File: src/rtl/stack_mc.sv
// Multi-channel LIFO: NCH independent stacks sharing one storage array,
// with per-channel occupancy, sticky overflow/underflow flags and registered pop data.
module stack_mc #(
    parameter int unsigned NCH   = 4,
    parameter int unsigned DEPTH = 64,
    parameter int unsigned DWID  = 16,
    parameter int unsigned AFULL = 60,
    localparam int unsigned CWID = (NCH > 1) ? $clog2(NCH) : 1,
    localparam int unsigned AWID = $clog2(DEPTH),
    localparam int unsigned NWID = AWID + 1
) (
    input  logic            clk,
    input  logic            rst,
    input  logic [CWID-1:0] ch,
    input  logic            push,
    input  logic            pop,
    input  logic            clr,
    input  logic            err_clr,
    input  logic [DWID-1:0] din,
    output logic [DWID-1:0] dout,
    output logic            dout_v,
    output logic [CWID-1:0] dout_ch,
    output logic [NWID-1:0] cnt,
    output logic            empty,
    output logic            full,
    output logic            afull,
    output logic [NCH-1:0]  ovf,
    output logic [NCH-1:0]  udf
);

    logic [NWID-1:0] count [NCH];
    logic [DWID-1:0] mem   [NCH*DEPTH];

    logic            ch_ok;
    logic [CWID-1:0] ch_idx;
    logic [NWID-1:0] cur_cnt;
    logic            is_empty;
    logic            is_full;
    logic            do_push;
    logic            do_pop;
    logic            do_clr;
    logic            do_pp;
    logic            wr_en;
    logic            rd_en;
    logic [AWID-1:0] wr_ptr;
    logic [AWID-1:0] rd_ptr;
    logic [NCH-1:0]  ovf_nxt;
    logic [NCH-1:0]  udf_nxt;

    // Channel decode; an out-of-range channel selects nothing and reads as empty
    always_comb begin
        ch_ok    = (32'(ch) < NCH);
        ch_idx   = ch_ok ? ch : '0;
        cur_cnt  = count[ch_idx];
        is_empty = (cur_cnt == '0);
        is_full  = (cur_cnt == NWID'(DEPTH));
        wr_ptr   = cur_cnt[AWID-1:0];
        rd_ptr   = AWID'(cur_cnt - NWID'(1));
    end

    assign cnt   = ch_ok ? cur_cnt : '0;
    assign empty = ch_ok ? is_empty : 1'b1;
    assign full  = ch_ok & is_full;
    assign afull = ch_ok & (cur_cnt >= NWID'(AFULL));

    // Operation priority: clr, then push&pop pass-through, then push, then pop
    always_comb begin
        do_clr  = ch_ok & clr;
        do_pp   = ch_ok & ~clr & push & pop;
        do_push = ch_ok & ~clr & push & ~pop;
        do_pop  = ch_ok & ~clr & pop & ~push;
        wr_en   = do_push & ~is_full;
        rd_en   = do_pop & ~is_empty;
    end

    // New errors on the same edge as err_clr take precedence
    always_comb begin
        ovf_nxt = err_clr ? '0 : ovf;
        udf_nxt = err_clr ? '0 : udf;
        if (do_push && is_full) begin
            ovf_nxt[ch_idx] = 1'b1;
        end
        if (do_pop && is_empty) begin
            udf_nxt[ch_idx] = 1'b1;
        end
    end

    always_ff @(posedge clk) begin
        if (wr_en) begin
            mem[{ch_idx, wr_ptr}] <= din;
        end
    end

    always_ff @(posedge clk or posedge rst) begin
        if (rst) begin
            for (int i = 0; i < NCH; i++) begin
                count[i] <= '0;
            end
        end else if (do_clr) begin
            count[ch_idx] <= '0;
        end else if (wr_en) begin
            count[ch_idx] <= cur_cnt + NWID'(1);
        end else if (rd_en) begin
            count[ch_idx] <= cur_cnt - NWID'(1);
        end
    end

    // Pop data path: dout/dout_ch hold their last value between pops
    always_ff @(posedge clk or posedge rst) begin
        if (rst) begin
            dout    <= '0;
            dout_v  <= 1'b0;
            dout_ch <= '0;
            ovf     <= '0;
            udf     <= '0;
        end else begin
            dout_v <= rd_en | do_pp;
            ovf    <= ovf_nxt;
            udf    <= udf_nxt;
            if (rd_en || do_pp) begin
                dout    <= do_pp ? din : mem[{ch_idx, rd_ptr}];
                dout_ch <= ch_idx;
            end
        end
    end

endmodule

File: config.mk
export PLATFORM = sky130hd
export DESIGN_NAME = stack_mc
export DESIGN_NICKNAME = d
export VERILOG_FILES = /design/src/rtl/stack_mc.sv
export SDC_FILE = /design/constraint.sdc
export NUM_CORES = 2
export LEC_CHECK = 0
export ABC_AREA = 0
export BUFFER_PORTS_ARGS = -buffer_cell sky130_fd_sc_hd__buf_2
export CORE_ASPECT_RATIO = 1.5
export CORE_MARGIN = 2
export CORE_UTILIZATION = 30
export CTS_CLUSTER_SIZE = 16
export DETAILED_ROUTE_END_ITERATION = 6
export PLACE_DENSITY_LB_ADDON = 0.2
export SYNTH_ARGS = -nofsm -noshare
export SYNTH_HDL_FRONTEND = slang
export SYNTH_SLANG_ARGS = --single-unit
File: constraint.sdc
create_clock -name clk -period 5.55 [get_ports clk]
set_input_delay 1.11 -clock clk [delete_from_list [all_inputs] [get_ports clk]]
set_output_delay 1.11 -clock clk [all_outputs]
set_load 0.01 [all_outputs]
==> flow_metrics.env <==
export IMPL_via_count=86500
export IMPL_r2r_start="count[15]"
export IMPL_synth_area_um2=161000
export IMPL_dp_cells=15600
export IMPL_clk_latency_ps=1000
export IMPL_wl_met1_um=214000
export IMPL_yosysWarningCount=0
export IMPL_crit_fanout=35
export IMPL_cts_hold_buffers_added=0
export IMPL_drt_wl_total_um=577000
export IMPL_grt_pass1_wl_um=780000
export IMPL_io_buffers=60
export IMPL_numCtsBuffers=392
export IMPL_htreeDepth=5
export IMPL_clockBufferDepth=4
export IMPL_ant_nets=0
export IMPL_die_y_um=901
export IMPL_fin_crit_sh=0.994
export IMPL_hold_slack_ps=332
export IMPL_drt_iter0_markers=9803
export IMPL_rr_worst_depth=15
export IMPL_reg2reg_slack_ps=390
export IMPL_crit_type="in2reg"
export IMPL_crit_path_start_kind="input pin"
export IMPL_power_density_nw_per_um2=537
export IMPL_finalHoldViolations=0
export IMPL_routed_top_layer="met5"
export IMPL_dieArea_um2=542000
export IMPL_skew_ps=82.9
export IMPL_cts_sinks=4151
export IMPL_status="complete, but fails checks"
export IMPL_die_w_um=602
export IMPL_async_flop_share=0.0132
export IMPL_post_route_util=0.359
export IMPL_pre_cts_ws_ps=-705
export IMPL_root_buffer="clkbuf_16"
export IMPL_post_cts_buffers=0
export IMPL_synth_cells=7949
export IMPL_syn2layout_area_growth_pct=19.1
export IMPL_final_max_slew_viol_count=16
export IMPL_gp_congestion=0.932
export IMPL_rows=329
export IMPL_drive_gt1_frac=0.308
export IMPL_ys_flop_type="edfxtp_1"
export IMPL_grt_max_degree=123
export IMPL_synth_nets=7978
export IMPL_gr_total_overflow=0
export IMPL_ctsResizeCount=0
export IMPL_max_freq_ghz=0.181
export IMPL_via_per_inst=5.29
export IMPL_drc=0
export IMPL_cts_clk_slew_worst_paths_ps=70
export IMPL_setup_viol=0
export IMPL_dr_pass1_iters=5
export IMPL_design_portCount=61
export IMPL_cts_tree="done"
export IMPL_route_met3_wl_um=35100
export IMPL_setup_ws_ps=35.8
export IMPL_wl_met2_um=295000
export IMPL_synth_edff_count=4096
export IMPL_worstPathArrival_ps=6440
export IMPL_cap_violations=2
export IMPL_synth_area_per_cell_um2=20.2
export IMPL_grt_usage=0.209
export IMPL_wl_per_cell_um=35.3
export IMPL_irDropWorstVdd_uv=439
export IMPL_antenna_found_initial=39
export IMPL_netlist_cell_type_count=77
export IMPL_violations="max-capacitance violations, max-slew violations"
export IMPL_slew_headroom=-0.0170
export IMPL_layout_nets=8919
export IMPL_ys_ff_latch=4151
export IMPL_r2r_end="dout[13]"
export IMPL_cp_required_ps=6480
export IMPL_cp_end_kind="flop"
export IMPL_hold_path_class="in2async"
export IMPL_leakage_nw=60.1
export IMPL_rsz0062_at_grt="false"
export IMPL_core_um2=535000
export IMPL_grt_pass1_vias=88000
export IMPL_tightestPinTransition_ps=1520
export IMPL_start_util=0.301
export IMPL_fin_cells=16300
export IMPL_hpwl_um=379000
export IMPL_setup_tns_ps=0
export IMPL_period_needed_ps=5510
export IMPL_synth_seq_area_share=0.773
worst max-delay path: stages:
cell	delay [ps]
buf_2	380
buf_4	260
mux4_2	600
buf_4	220
o31a_1	350
nor2_4	230
buf_12	290
buf_12	280
nand2_1	160
a311oi_1	620
buf_4	330
a21oi_1	70
o2111ai_1	1090
nor4_1	110
a21oi_1	200
routing by layer:
layer,vias up,GRT usage
met1,47500,0.249
met3,866,0.0326
met2,3447,0.366
met5,-,0
met4,10,0.103
li1,34600,-
cell type report:
cell class / count / area, µm²
sequential: 4151 / 124000
antenna: 23 / 57.6
clock buffer: 471 / 10200
timing repair buffer: 1025 / 10500
clock inverter: 240 / 2600
tap: 7116 / 8900
fill: 49500 / 343000
multi-input combinational: 3302 / 35000
inverter: 18 / 93.8
cell usage in the layout (no fill, tap or decap), types with 100 or more instances in the layout:
master        n
a31oi_1     100
buf_12      222
buf_4       742
clkbuf_16   394
edfxtp_1   4096
mux2i_1     111
mux4_2      964
nand2_1     826
nand3_1     211
nor2_2      231
synthesized netlist by cell type (25+ instances only):
cell type,instances,share of area
edfxtp_1,4096,0.76
buf_4,62,0.0029
mux4_2,964,0.13
and3_1,91,0.0035
mux2i_1,113,0.0070
nor2_1,309,0.0072
buf_1,36,0.00084
a311oi_1,31,0.0017
a211oi_1,66,0.0031
a31oi_1,101,0.0039
buf_2,144,0.0045
nand2_1,828,0.019
nand4_1,43,0.0017
a22oi_1,62,0.0029
o22ai_1,25,0.00097
clkbuf_1,229,0.0053
o21ai_0,77,0.0024
nand3_1,213,0.0066
a21oi_1,91,0.0028
a32oi_1,40,0.0022
o2111ai_1,27,0.0015
dfrtp_1,55,0.0086
registers in the layout, indices dropped and copies added, names as in the netlist:
signal	flops
mem	4096
udf	4
dout	16
count	28
ovf	4
dout_ch	2
dout_v	1
cells by family (layout without fill, tap and decap cells):
group / after synthesis / count (layout) / share of synthesized area
compound gates: 636 / 636 / 0.0277
fa+ha+maj: 5 / 5 / 0.000389
mux: 1081 / 1081 / 0.142
buf+inv: 496 / 1754 / 0.0145
xor+xnor: 6 / 6 / 0.000327
simple gates: 1574 / 1574 / 0.0421
other cells: 0 / 23 / 0
flops: 4151 / 4151 / 0.773
stage by stage:
stage               power (W)  area [µm²]
finish                  0.103      192000
global route            0.105      192000
CTS                     0.104      192000
detailed placement     0.0762      179000
global placement       0.0763      179000
floorplan              0.0528      161000
power breakdown:
part	switching (W)	internal, W
logic	0.0262	0.0145
clock network	0.0122	0.0152
registers	0.000208	0.0346
total	0.0386	0.0644
how the worst max path moves through the flow:
stage	startpoint	to	slack [ps]	cells after the start
2_1_floorplan	ch[0]	mem[115][0]	-100	16
3_3_place_gp	ch[1]	dout[8]	-980	13
3_5_place_dp	ch[1]	dout[13]	-710	16
4_1_cts	ch[1]	dout[13]	350	16
5_1_grt	ch[1]	dout[13]	170	16
6_report	ch[1]	dout[11]	40	15
No activity file was read; power rests on OpenSTA's default activity.
